==> src/rtl/process_page_controller_pkg.sv <==
// rtl/process_page_controller_pkg.sv - shared types and Page word layout for the process page controller
package process_page_controller_pkg;

  localparam int PAGE_BASE_W    = 16;
  localparam int PAGE_LIMIT_W   = 16;
  localparam int PAGE_W         = PAGE_BASE_W + PAGE_LIMIT_W;
  localparam int PAGE_LIMIT_LSB = 0;
  localparam int PAGE_BASE_LSB  = PAGE_LIMIT_W;

  typedef enum logic [2:0] {
    ST_BIOS,
    ST_RUN,
    ST_DRAIN,
    ST_LOAD,
    ST_ACK
  } state_e;

  // Pack a base/limit pair into the Page word the MMU consumes
  function automatic logic [PAGE_W-1:0] make_page(input logic [PAGE_BASE_W-1:0]  base,
                                                  input logic [PAGE_LIMIT_W-1:0] limit);
    logic [PAGE_W-1:0] page;
    page = '0;
    page[PAGE_BASE_LSB +: PAGE_BASE_W]   = base;
    page[PAGE_LIMIT_LSB +: PAGE_LIMIT_W] = limit;
    return page;
  endfunction

endpackage

==> src/rtl/process_page_controller_page_table_regs.sv <==
// rtl/process_page_controller_page_table_regs.sv - per-process base/limit register file with write-to-read bypass
module page_table_regs
  import process_page_controller_pkg::*;
#(
  parameter int NUM_PROCS = 8,
  parameter int PID_W     = 3
) (
  input  logic              clock,
  input  logic              rst_n,
  input  logic              we_i,
  input  logic [PID_W-1:0]  waddr_i,
  input  logic [PAGE_W-1:0] wdata_i,
  input  logic [PID_W-1:0]  raddr_i,
  output logic [PAGE_W-1:0] rdata_o
);

  logic [PAGE_W-1:0] mem_q [NUM_PROCS];

  // Table storage: cleared on reset, one write per cycle
  always_ff @(posedge clock or negedge rst_n) begin
    if (!rst_n) begin
      for (int i = 0; i < NUM_PROCS; i++) begin
        mem_q[i] <= '0;
      end
    end else if (we_i) begin
      mem_q[waddr_i] <= wdata_i;
    end
  end

  // A same-cycle write to the slot being read is forwarded so LOAD sees it
  assign rdata_o = (we_i && (waddr_i == raddr_i)) ? wdata_i : mem_q[raddr_i];

endmodule

==> src/rtl/process_page_controller.sv <==
// rtl/process_page_controller.sv - page table, context-switch sequencer, time slice and bounds check ahead of the MMU
module process_page_controller
  import process_page_controller_pkg::*;
#(
  parameter int NUM_PROCS = 8,
  parameter int PID_W     = 3
) (
  input  logic              clock,
  input  logic              rst_n,
  input  logic              bios_done,
  input  logic              tbl_we,
  input  logic [PID_W-1:0]  tbl_pid,
  input  logic [15:0]       tbl_base,
  input  logic [15:0]       tbl_limit,
  input  logic              sw_req,
  input  logic [PID_W-1:0]  sw_pid,
  input  logic              pipe_idle,
  input  logic [15:0]       quantum,
  input  logic              mem_access,
  input  logic [31:0]       logical_addr,
  output logic              BiosSign,
  output logic [PAGE_W-1:0] Page,
  output logic [PID_W-1:0]  cur_pid,
  output logic              sw_ack,
  output logic              preempt,
  output logic              bound_fault
);

  state_e            state_q, state_d;
  logic [PID_W-1:0]  target_q, target_d;
  logic [PAGE_W-1:0] page_q, page_d;
  logic [PID_W-1:0]  cur_pid_q, cur_pid_d;
  logic              bios_sign_q, bios_sign_d;
  logic [15:0]       cnt_q, cnt_d;
  logic              sw_ack_q, sw_ack_d;
  logic              preempt_q, preempt_d;
  logic              fault_q, fault_d;
  logic [PAGE_W-1:0] tbl_rdata;
  logic [15:0]       cur_limit;

  page_table_regs #(
    .NUM_PROCS (NUM_PROCS),
    .PID_W     (PID_W)
  ) u_page_table (
    .clock   (clock),
    .rst_n   (rst_n),
    .we_i    (tbl_we),
    .waddr_i (tbl_pid),
    .wdata_i (make_page(tbl_base, tbl_limit)),
    .raddr_i (target_q),
    .rdata_o (tbl_rdata)
  );

  assign cur_limit = page_q[PAGE_LIMIT_LSB +: PAGE_LIMIT_W];

  // All outputs come straight from registers
  always_ff @(posedge clock or negedge rst_n) begin
    if (!rst_n) begin
      state_q     <= ST_BIOS;
      target_q    <= '0;
      page_q      <= '0;
      cur_pid_q   <= '0;
      bios_sign_q <= 1'b1;
      cnt_q       <= '0;
      sw_ack_q    <= 1'b0;
      preempt_q   <= 1'b0;
      fault_q     <= 1'b0;
    end else begin
      state_q     <= state_d;
      target_q    <= target_d;
      page_q      <= page_d;
      cur_pid_q   <= cur_pid_d;
      bios_sign_q <= bios_sign_d;
      cnt_q       <= cnt_d;
      sw_ack_q    <= sw_ack_d;
      preempt_q   <= preempt_d;
      fault_q     <= fault_d;
    end
  end

  // Switch sequencing, time-slice countdown and user-mode bounds check
  always_comb begin
    state_d     = state_q;
    target_d    = target_q;
    page_d      = page_q;
    cur_pid_d   = cur_pid_q;
    bios_sign_d = bios_sign_q;
    cnt_d       = cnt_q;
    sw_ack_d    = 1'b0;
    preempt_d   = 1'b0;
    fault_d     = 1'b0;
    unique case (state_q)
      ST_BIOS: begin
        if (bios_done) begin
          target_d = '0;
          state_d  = ST_LOAD;
        end
      end
      ST_RUN: begin
        if (sw_req) begin
          target_d = sw_pid;
          state_d  = ST_DRAIN;
        end
        // A zero counter with a live quantum means the quantum was just enabled: arm it
        if (quantum != '0) begin
          if (cnt_q == 16'd1) begin
            preempt_d = 1'b1;
            cnt_d     = quantum;
          end else if (cnt_q == '0) begin
            cnt_d = quantum;
          end else begin
            cnt_d = cnt_q - 16'd1;
          end
        end
        if (mem_access && (cur_limit != '0) && (logical_addr >= {16'b0, cur_limit})) begin
          fault_d = 1'b1;
        end
      end
      ST_DRAIN: begin
        if (pipe_idle) begin
          state_d = ST_LOAD;
        end
      end
      ST_LOAD: begin
        page_d      = tbl_rdata;
        cur_pid_d   = target_q;
        bios_sign_d = 1'b0;
        state_d     = ST_ACK;
      end
      ST_ACK: begin
        sw_ack_d = 1'b1;
        cnt_d    = quantum;
        state_d  = ST_RUN;
      end
      default: state_d = ST_BIOS;
    endcase
  end

  assign BiosSign    = bios_sign_q;
  assign Page        = page_q;
  assign cur_pid     = cur_pid_q;
  assign sw_ack      = sw_ack_q;
  assign preempt     = preempt_q;
  assign bound_fault = fault_q;

endmodule

==> config.mk <==
export PLATFORM = sky130hd
export DESIGN_NAME = process_page_controller
export DESIGN_NICKNAME = d
export VERILOG_FILES = /design/src/rtl/process_page_controller_pkg.sv /design/src/rtl/process_page_controller_page_table_regs.sv /design/src/rtl/process_page_controller.sv
export SDC_FILE = /design/constraint.sdc
export NUM_CORES = 1
export LEC_CHECK = 0
export BUFFER_PORTS_ARGS = -buffer_cell sky130_fd_sc_hd__buf_2
export CELL_PAD_IN_SITES_DETAIL_PLACEMENT = 0
export CELL_PAD_IN_SITES_GLOBAL_PLACEMENT = 1
export CORE_MARGIN = 4
export CORE_UTILIZATION = 44
export CTS_CLUSTER_DIAMETER = 50
export DETAILED_ROUTE_END_ITERATION = 8
export PLACE_DENSITY_LB_ADDON = 0.1
export SLEW_MARGIN = 20
export SYNTH_ARGS = -nofsm -noshare
export SYNTH_HDL_FRONTEND = slang
export SYNTH_HIERARCHICAL = 1
export SYNTH_SLANG_ARGS = --single-unit
==> constraint.sdc <==
create_clock -name clock -period 2.4 [get_ports clock]
set_clock_uncertainty 0.05 [all_clocks]
set_input_delay 0.48 -clock clock [delete_from_list [all_inputs] [get_ports clock]]
set_output_delay 0.48 -clock clock [all_outputs]
set_load 0.02 [all_outputs]
# --- Yosys cells after proc, flatten, opt, wreduce, memory -nomap -nowiden ---
# Cells that the tools add are included.
word_totals:
  elab_cells: 71
  regBits: 317
  input_bits: 93
  output_inout_bits: 39
classes:
  mux: 24
  magnitude_cmp: 4
  bitwise_logic: 2
  addsub: 1
  eq_ne: 10
  n_reduce_logical: 13
ops:
  columns: ["op", "n"]
  rows:
  - ["$bwmux 256", 1]
  - ["$mux 32", 4]
  - ["$bmux 32 s3", 1]
  - ["$demux 32 s3", 1]
  - ["$mux 16", 3]
  - ["$ge 32x16->1", 1]
  - ["$pmux 16 s2", 1]
  - ["$reduce_bool 16->1", 2]
  - ["$eq 16x1->1 const B", 1]
  - ["$logic_not 16->1", 1]
  - ["$sub 16x1->16 const B", 1]
  - ["$mux 3", 5]
  - ["$pmux 3 s5", 1]
  - ["$ge 4x4->1 const B", 2]
  - ["$ne 2x2->1 const B", 4]
  - ["$not 3->4", 2]
  - ["$eq 3x2->1 const B", 2]
  - ["$mux 1", 6]
  - ["$pmux 3 s2", 1]
  - ["$reduce_and 3->1", 2]
  - ["$logic_and 1x1->1", 4]
  - ["$lt 4x1->1 const B", 1]
  - ["$reduce_bool 2->1", 2]
  - ["$eq 3x1->1 const B", 1]
  - ["4 further kinds", 4]

# --- Depth between registers and ports, before layout ---
# Gate-level depths: netlist of run 1.
depth:
  depth_word: 6
  depth_mapped: 7
  depth_no_buf: 7

# --- By module ---
# Netlist of run 1, hierarchy kept.
by_module_without_submodules:
  columns: ["module", "area_each_um2", "n_inst", "cells_each", "seq_area_each_um2"]
  rows:
  - ["page_table_regs", 11913.9, 1, 703, 6406.1]
  - ["process_page_controller", 3306.9, 1, 363, 1527.7]

# --- Worst setup path after synthesis of run 1 ---
# OpenSTA, ideal clock, no wires.
synth_timing:
  kind: "reg-to-reg"
  startpoint: "register target_q[1]"
  endpoint: "register page_q[6], in the netlist Page[6]"
  setup_slack_ps: 357
  period_less_slack_ps: 2043
  t_arrival_ps: 1863
  stages_incl_launch_ff: 8
  path_cell_list: "dfrtp_1 > buf_2 > clkbuf_1 > mux4_2 > mux2_2 > mux2_2 > nand2_1 > o21ai_0"
synth_via:
  elab_chain_cells: 5
synth_rtl:
  columns: ["item", "line_no", "source"]
  rows:
  - ["from (decl)", "process_page_controller.sv:30", "logic [PID_W-1:0] target_q, target_d;"]
  - ["from (signal assigned)", "process_page_controller.sv:70", "target_q <= target_d;"]
  - ["$not 3->4 (not written as such)", "process_page_controller_page_table_regs.sv:31", "assign rdata_o = (we_i && (waddr_i == raddr_i)) ? wdata_i : mem_q[raddr_i];"]
  - ["$bmux 32 s3", "process_page_controller_page_table_regs.sv:31", null]
  - ["$mux 32 (not written as such) (2 in series)", "process_page_controller_page_table_regs.sv:31", null]
  - ["$mux 32 *", "process_page_controller_page_table_regs.sv:31", null]
  - ["via tbl_rdata[6]", "process_page_controller.sv:38", "logic [PAGE_W-1:0] tbl_rdata;"]
  - ["to (signal assigned)", "process_page_controller.sv:71", "page_q <= page_d;"]
  - ["to (decl)", "process_page_controller.sv:31", "logic [PAGE_W-1:0] page_q, page_d;"]
# Mark *: on every way through the listed nets, which the timed path passes. The rest lies on a longest branch. The select of a mux whose other input is x is not followed.
# A chain may end at the register's enable or synchronous reset.

# --- Worst setup path in the final report of run 1 ---
layout_timing:
  startpoint: "register target_q[0]"
  endpoint: "register page_q[8], in the netlist Page[8]"
# Same word-level chain as after synthesis.

==> results of run 1 <==
[sequential cells by signal, summed over array words and instances (netlist names)]
signal / flops
cnt_q: 16
Page: 32
BiosSign: 1
bound_fault: 1
preempt: 1
cur_pid: 3
u_page_table/mem_q: 256
sw_ack: 1
state_q: 3
target_q: 3
[stage by stage]
step / instances / worst slack, ns
finish: 1697 / 0.107
detailed placement: 1626 / -0.206
global route: 1696 / 0.00698
global placement: 1626 / -0.172
floorplan: 1066 / 0.357
CTS: 1696 / 0.0525
[metal layers]
layer	vias up	wire [um]
li1	4248	-
met1	4738	16600
met2	173	16700
met3	52	1680
met4	6	605
met5	-	45
[layout make-up]
cell class                      instances  area (um2)  share of cell area (%)
Antenna cell                            1        2.50                  0.0139
Clock buffer                           56        1140                    6.33
Clock inverter                         13         211                    1.17
Inverter                               28         105                   0.583
Multi-Input combinational cell        655        6850                    38.0
Sequential cell                       317        7940                    44.1
Tap cell                              448         561                    3.11
Timing Repair Buffer                  179        1200                    6.68
[cell families after synthesis]
kind of cell	after synthesis	share of synthesized area [%]
and+or+nand+nor	165	5.42
xor gates and xnor gates	3	0.173
AOI/OAI and AO/OA	69	2.99
DFF	317	52.1
muxes	399	34.7
adders and majority gates	19	1.56
buffers and inverters	94	3.06
[worst max-delay path, delay by kind of cell, from the launching register on]
family | cells | cell delay [ns]
buf+inv | 1 | 0.26
flops | 1 | 0.64
mux | 3 | 1.06
simple gates | 1 | 0.05
compound gates | 1 | 0.07
[cell usage in the layout (no fill, tap or decap), types with 3 or more instances in the layout]
cell         n
clkbuf_16   40
nor2_1      15
nand2_1     85
mux4_2      52
nand4b_1     3
a21o_1       3
buf_2      130
a211oi_1     3
nor3b_1      4
clkinv_2     4
nand4_1      7
bufinv_16    5
buf_4       33
clkbuf_1     8
mux4_1      12
buf_12      14
xnor2_1      3
dfrtp_1    313
inv_1       27
nor4_1      17
clkbuf_8     8
nand3_1      6
a21oi_1      5
mux2i_1     15
nand2b_1     3
ha_1        19
mux2_4      10
mux2_1     210
o2bb2ai_1   11
nor3_1      12
o21ai_0     34
mux2_2     100
[power by group through the flow]
stage | clock network (mW) | logic (mW) | registers, mW
floorplan | 0 | 4.52 | 7.67
global placement | 0 | 6.30 | 7.74
detailed placement | 0 | 6.36 | 7.75
CTS | 6.28 | 6.42 | 7.67
global route | 6.52 | 6.97 | 7.87
finish | 6.10 | 6.32 | 7.67
[worst max-delay path by stage]
stage,startpoint,end,slack [ns],cells after the start
global route,target_q[0],Page[6],0.007,6
floorplan,target_q[1],Page[6],0.36,7
global placement,logical_addr[0],bound_fault,-0.17,8
CTS,Page[0],bound_fault,0.05,6
finish,target_q[0],Page[8],0.11,6
detailed placement,logical_addr[0],bound_fault,-0.21,8
[repair_timing]
item                       4_1_cts  5_1_grt
resized for setup                1        1
gates cloned                     0        0
hold endpoints to repair        27        0
setup endpoints to repair        1        1
hold buffers                     1        0
==> run metrics, run 1 <==
Worst-Skew Late Latency 0.53 ns; grt total ovfl 0; PwrDens between 1000 and 1500 nW/um2; final instance area 18000 um2; top-area cell type share of the netlist area roughly half; Max stage delay on crit path 0.64 ns; Hold Crit Start mem_access; layer carrying the most global-route usage met2; Hold WS 0.132 ns; total chip power between 20 and 25 mW; Placement Cell Area roughly 17000 um2; HPWL after DPL between 20000 and 25000 um; Hold Vio Cnt, Final 0; Peak Freq about 440 MHz; final core utilization between 50% and 60%; synthesis-to-finish area growth 18.4%; post-CTS setup buffers 0; number of remaining DRC errors 0; vias in the first global route about 10000; FF-to-FF End Page[8]; die height 194 um; sw frac a little under a third; met2 GRT Util between 30% and 40%; via count 9217; CP Cell Sequence buf_4, mux4_2, mux2_2, mux2_2, nand2_1, o21ai_0; commonest cells in the netlist 316 x dfrtp_1, 210 x mux2_1, 100 x mux2_2; met1 usage 27.4%; die area 37600 um2; WHS Path Cells 3; FF+latch count, synth between 300 and 400; met3 usage approximately 3.5%; CTS buffer count 40; Worst Path Arrival 2.64 ns; Clk network pwr share between 30% and 40%; syn nets between 1000 and 1500; count leader, synth dfrtp_1; status complete, no violations; PortBufs around 130; Die Wd a little under 200 um; minimum clock period 2.29 ns; Max clock buf depth 3; Max FO, Critical Path 13; vias per cell approximately 5.4; worst-margin pin slew between 0.5 and 0.6 ns; P_sw 6.10 mW; share of cells above drive strength 1 about a third; Peak VDD IR roughly 0.63 mV; critical path class register to register; # H-tree levels 2; synth top area cells dfrtp_1 52%, mux2_1 16%, mux4_2 7.7%; Clock Sinks 317; Final setup viols 0; sequential share of power a little under two fifths; final worst path period share around 96%; CP max-delay cell dfrtp_4; Clk pin slew, worst setup/hold paths 0.05 ns; R2R cell count 6; Async SR Flop Fraction 100%; Post-synth EDFFs 0; DR WL/cell ~21 um; worst hold path type input pin to register; Initial DRC Count 364; Synth Instances 1066; combinational power share 31.5%; synthesized area about 15000 um2; LEAKAGE ~7.9 nW; Hold Path End bound_fault; RSZ-0062 raised after global routing false; Post-DRT Antenna Nets 0; clk root buf clkbuf_16; Total Neg Setup Slack 0 ns; required time of the worst setup path about 2.7 ns; fin. max-slew vios 0; R2R setup slack 0.11 ns; Initial Utilization 44.9%; post-detailed-routing wire length 35600 um; dominant synthesized flop cell dfrtp_1; Netlist cell types 51; CTS tree yes; global-route wire length before repair ~59000 um; core area 33900 um2; Total Routing Usage GR ~19%; Synth warnings 6; CP Launch Type register; sequential area share after synthesis ~52%; Internal 14.0 mW; Max-Slew Margin vs Limit around 61%; largest net degree at the start of global routing 90; I/O pin count approximately 130; DRT Pass-1 Iters 5; fillcell total just under 3000; Critical Path Most Common Cell mux2_2; Yosys top cell by area dfrtp_1; Final #Nets 1333; initial antenna violation count 3; GPL Wtd Cong around 0.8; CP endpoint kind register; Mean Syn Cell Area approximately 14 um2; RR Startpoint target_q[0]; max cap viols 0; Placement Rows between 60 and 70
Note: power is estimated with default switching activity, not from simulation.
==> run 2, diff against run 1 <==
--- a/config.mk
+++ b/config.mk
@@ -13,6 +13,7 @@
 export CTS_CLUSTER_DIAMETER = 50
 export DETAILED_ROUTE_END_ITERATION = 8
 export PLACE_DENSITY_LB_ADDON = 0.1
+export REMOVE_ABC_BUFFERS = 1
 export SLEW_MARGIN = 20
 export SYNTH_ARGS = -nofsm -noshare
 export SYNTH_HDL_FRONTEND = slang
==> run metrics, run 2 (synthesized netlist as in run 1, its figures left out) <==
status complete, no violations; CTS tree yes; Total Routing Usage GR roughly a fifth; Worst Path Arrival roughly 2.5 ns; via count 9212; die area 37600 um2; met2 GRT Util 32.1%; vias in the first global route ~9900; PortBufs 131; worst hold path type input pin to register; DRT Pass-1 Iters 4; I/O pin count roughly 130; R2R cell count 6; met3 usage approximately 3.6%; Initial DRC Count a little under 400; CTS buffer count 39; share of cells above drive strength 1 between 30% and 40%; Max FO, Critical Path 13; RR Startpoint target_q[0]; largest net degree at the start of global routing 74; fin. max-slew vios 0; Worst-Skew Late Latency 0.53 ns; clk root buf clkbuf_16; R2R setup slack about 0.24 ns; Most flops, register u_page_table/mem_q; Placement Rows 67; final core utilization 52.6%; # H-tree levels 2; grt total ovfl 0; Max clock buf depth 3; CP endpoint kind register; Total Neg Setup Slack 0 ns; Largest register FFs 256; final worst path period share 89.9%; critical path class register to register; worst-margin pin slew 0.684 ns; CP Launch Type register; Clock Sinks around 320; Place WS between 0.1 and 0.15 ns; WHS Path Cells 3; Worst Setup SP target_q[0]; Die Wd roughly 190 um; DR WL/cell between 20 and 25 um; Post-DRT Antenna Nets 0; minimum clock period 2.16 ns; most frequent cells in the layout 313 x dfrtp_1, 210 x mux2_1, 130 x buf_2; max cap viols 0; Clk pin slew, worst setup/hold paths 0.06 ns; required time of the worst setup path roughly 2.8 ns; LEAKAGE 7.80 nW; HPWL after DPL around 22000 um; setup ws final between 0.2 and 0.25 ns; Hold Vio Cnt, Final 0; number of remaining DRC errors 0; Setup crit end Page[28]; Peak VDD IR about 0.62 mV; Final #Nets between 1000 and 1500; post-CTS setup buffers 0; Resized Gates After CTS 0; met1 usage 27.4%; global-route wire length before repair 58700 um; Peak Freq ~460 MHz; post-detailed-routing wire length 36400 um; initial antenna violation count 4; Initial Utilization 44.9%; vias per cell 5.48; synthesis-to-finish area growth 17.1%; Final setup viols 0; commonest non-fill, non-tap cell in the layout dfrtp_1; core area between 30000 and 40000 um2; die height between 150 and 200 um; total chip power 19.4 mW; layer carrying the most global-route usage met2; RSZ-0062 raised after global routing false; GPL Wtd Cong between 0.7 and 0.8; PwrDens roughly 1100 nW/um2; Max-Slew Margin vs Limit around 54%; FF-to-FF End Page[28]
## run 2: cell count changes in the layout (fill, tap and decap cells not counted)
cell and delta:
clkbuf_8 -4, buf_12 +6, clkinvlp_4 +2, clkinv_2 +3, a2111oi_0 +1, bufinv_16 -5
inv_6 +1, a2111oi_2 -1, buf_4 -19
## run 2: critical path, cell delays in order, from the launching register on
cell and delay [ns]:
dfrtp_4 0.45, buf_4 0.30, mux4_1 0.60, mux2_2 0.27
mux2_4 0.25, nand2_1 0.05, nand2_1 0.05
## run 2: layout make-up
| cell class | instances | area [um2] |
|---|---|---|
| multi-input cells | 655 | 6850 |
| flip-flops and latches | 317 | 7940 |
| fillers | 2952 | 16000 |
| repair buffers | 166 | 1180 |
| well taps | 448 | 561 |
| clock inverters | 14 | 100 |
| diodes | 1 | 2.50 |
| clock buffers | 52 | 1090 |
| inverters | 28 | 105 |
## run 2: through the flow
stage / hold slack (ns) / instance area, um2 / cells
3_5_place_dp: 0.362 / 16600 / 1613
4_1_cts: 0.136 / 17800 / 1680
3_3_place_gp: 0.358 / 16600 / 1613
6_report: 0.158 / 17800 / 1681
2_1_floorplan: 0.134 / 14900 / 1000
5_1_grt: 0.156 / 17800 / 1681
## run 2: report_power, final
group / internal [mW] / switching (mW) / leakage (nW)
combinational: 3.34 / 2.93 / 3.38
sequential: 6.73 / 0.910 / 3.85
clock: 3.19 / 2.25 / 0.579
## run 2: worst min-delay path by stage
stage / from / endpoint / slack, ns
after floorplan: rst_n / Page[0] / 0.13
after global placement: rst_n / u_page_table/mem_q[111] / 0.36
after detailed placement: rst_n / u_page_table/mem_q[79] / 0.36
after CTS: mem_access / bound_fault / 0.14
after global routing: mem_access / bound_fault / 0.16
final: quantum[0] / cnt_q[0] / 0.16
## run 2: timing repair
item,CTS,global route
hold buffers,1,0
setup endpoints to repair,0,0
endpoints found under the hold margin,33,0
## run 2: metal layers
layer / share of wire, % / up-vias
met5: 0.15 / -
met4: 1.6 / 6
met3: 3.9 / 43
met2: 48 / 152
met1: 47 / 4783
li1: - / 4228
==> run 3, diff against run 2 <==
--- a/config.mk
+++ b/config.mk
@@ -13,9 +13,9 @@
 export CTS_CLUSTER_DIAMETER = 50
 export DETAILED_ROUTE_END_ITERATION = 8
 export PLACE_DENSITY_LB_ADDON = 0.1
+export RECOVER_POWER = 100
 export REMOVE_ABC_BUFFERS = 1
 export SLEW_MARGIN = 20
 export SYNTH_ARGS = -nofsm -noshare
 export SYNTH_HDL_FRONTEND = slang
-export SYNTH_HIERARCHICAL = 1
 export SYNTH_SLANG_ARGS = --single-unit
==> constraint.sdc (replaced) <==
create_clock -name clock -period 2.3 [get_ports clock]
set_clock_uncertainty 0.05 [all_clocks]
set_input_delay 0.46 -clock clock [delete_from_list [all_inputs] [get_ports clock]]
set_output_delay 0.46 -clock clock [all_outputs]
set_load 0.02 [all_outputs]
==> run metrics, run 3 <==
core area around 33000 um2; Hold Vio Cnt, Final 0; CP endpoint kind register; max cap viols 0; Yosys top cell by area dfrtp_1; RSZ-0062 raised after global routing true; Peak Freq about 430 MHz; Final setup viols 3; Synth Instances ~1100; CTS buffer count 40; Worst Path Arrival approximately 2.7 ns; number of remaining DRC errors 0; clk root buf clkbuf_16; fillcell total just under 3000; post-detailed-routing wire length roughly 36000 um; Post-DRT Antenna Nets 0; Mean Syn Cell Area 13.2 um2; synthesized area approximately 15000 um2; Placement Rows 66; Synth warnings 0; HPWL after DPL 22500 um; global-route wire length before repair roughly 58000 um; CP max-delay cell or4_4; count leader, synth dfrtp_1; PortBufs roughly 130; Post-synth EDFFs 0; failing checks setup timing; Max-Slew Margin vs Limit between 10% and 20%; commonest cells in the netlist 316 x dfrtp_1, 256 x mux2_2, 128 x nand2_1; Total Routing Usage GR 20.1%; critical path class register to register; DR WL/cell ~20 um; status finished with violations; share of cells above drive strength 1 a little over two fifths; synth top area cells dfrtp_1 53%, mux2_2 19%, mux4_2 9.7%; FF+latch count, synth ~320; Netlist cell types 56; initial antenna violation count 2; final worst path period share 102%; Most flops, register u_page_table.mem_q; Largest register FFs approximately 260; fin. max-slew vios 0; grt total ovfl 0; via count approximately 10000; Max clock buf depth 3; dominant synthesized flop cell dfrtp_1; post-CTS setup buffers 0; area of the multi-input gates between 6000 and 7000 um2; Initial DRC Count 383; Peak VDD IR 0.603 mV; die area 36700 um2; vias in the first global route between 10000 and 15000; I/O pin count 132; Final #Nets around 1400; LEAKAGE approximately 7.6 nW; Worst-Skew Late Latency 0.52 ns; vias per cell between 5 and 6; synthesis-to-finish area growth 19.6%; commonest non-fill, non-tap cell in the layout dfrtp_1; CP Launch Type register; Max stage delay on crit path between 0.5 and 0.6 ns; required time of the worst setup path between 2 and 3 ns; top-area cell type share of the netlist area between 50% and 60%; largest net degree at the start of global routing 73; Clock Sinks 317; Initial Utilization between 40% and 50%; Async SR Flop Fraction 100%; minimum clock period between 2 and 2.5 ns; worst-margin pin slew 1.24 ns; GPL Wtd Cong between 0.8 and 0.9; Die Wd 192 um; Max FO, Critical Path 4; ant diodes 0; Placement Cell Area between 15000 and 20000 um2; Clk pin slew, worst setup/hold paths 0.06 ns; most frequent cells in the layout 314 x dfrtp_1, 256 x mux2_2, 127 x nand2_1; setup ws final -0.0467 ns; PwrDens between 1000 and 1500 nW/um2; Reg area between 7000 and 8000 um2; CP Cell Sequence or4_4, or4_4, buf_4, o41ai_4, buf_4, inv_2, o32a_2; die height 192 um; final instance area ~18000 um2; # H-tree levels 2; sequential area share after synthesis 53.5%; final core utilization 53.9%; CTS tree yes; worst hold path type input pin to register; DRT Pass-1 Iters 4; Total Neg Setup Slack -0.102 ns
[run 3: cell types whose count changed after synthesis, moves of 7 or more]
cell       delta
nand3_1      +29
clkbuf_1     +24
mux2i_1      -13
o2bb2ai_1     -7
mux2_2      +156
mux4_2       +12
o211ai_1      +8
nand2_1      +43
mux2_1      -210
mux2_4       -10
buf_2        -17
mux4_1       -12
or4_1         +7
o21ai_0      +47
[run 3: per-layer routing]
metal	up-vias	GRT usage [%]	share of wire (%)
li1	4505	-	-
met1	5103	28.9	47
met2	186	32.5	47
met3	43	3.29	4.8
met4	4	4.45	1.3
met5	-	0	0.075
[run 3: kinds of logic after synthesis]
| logic type | after synthesis | synth area share (%) |
|---|---|---|
| AO/OA/AOI/OAI | 128 | 5.46 |
| XOR/XNOR | 3 | 0.177 |
| adder cells (fa/ha/maj) | 19 | 1.60 |
| buffers and inverters | 95 | 2.54 |
| flip-flops | 317 | 53.5 |
| multiplexers | 322 | 29.3 |
| AND/OR/NAND/NOR | 236 | 7.43 |
[run 3: report_power, final]
| group | leakage [nW] | internal [mW] | total [mW] | switching, mW |
|---|---|---|---|---|
| clock network | 0.656 | 3.86 | 6.30 | 2.44 |
| registers | 3.84 | 7.05 | 7.95 | 0.899 |
| logic | 3.11 | 3.59 | 7.31 | 3.71 |
| total | 7.61 | 14.5 | 21.6 | 7.05 |
[run 3: timing repair]
item / 4_1_cts / 5_1_grt
endpoints found under the hold margin: 28 / 0
resized for setup: 7 / 10
endpoints found under the setup margin: 16 / 16
hold buffers: 1 / 0
pin swaps: 3 / 1
gates cloned: 1 / 0
[run 3: path summary, 6_finish.rpt]
kind | depth (start not counted) | slack (ns) | endpoint | from
min in group asynchronous | 2 | 0.59 | u_page_table.mem_q[137] | rst_n
setup reg to reg | 7 | -0.05 | cnt_q[14] | cnt_q[10]
max in group asynchronous | 4 | 0.29 | u_page_table.mem_q[249] | rst_n
hold reg to reg | 2 | 0.43 | Page[25] | Page[25]
hold / removal | 3 | 0.12 | bound_fault | mem_access
setup / recovery | 7 | -0.05 | cnt_q[14] | cnt_q[10]
[run 3: metrics by stage]
step | power, mW | worst slack [ns] | hold WS [ns] | cells
final | 21.6 | -0.0467 | 0.116 | 1773
after global routing | 23.0 | -0.0979 | 0.104 | 1773
after CTS | 22.0 | -0.0388 | 0.0892 | 1773
after detailed placement | 15.5 | -0.175 | 0.315 | 1699
after global placement | 15.4 | -0.149 | 0.316 | 1699
after floorplan | 12.9 | -2.50 | 0.114 | 1051
[run 3: worst max-delay path, delay by kind of cell (launching register included)]
kind,cells,cell delay (ns)
buf+inv,3,0.36
simple gates,2,0.99
flops,1,0.38
compound gates,2,0.44
[run 3: area by class of cell]
type | count | share of cell area, %
well taps | 442 | 3.12
clock buffers | 53 | 6.44
multi-input cells | 708 | 36.9
repair buffers | 208 | 6.99
clock inverters | 19 | 1.19
flip-flops and latches | 317 | 44.8
inverters | 26 | 0.550
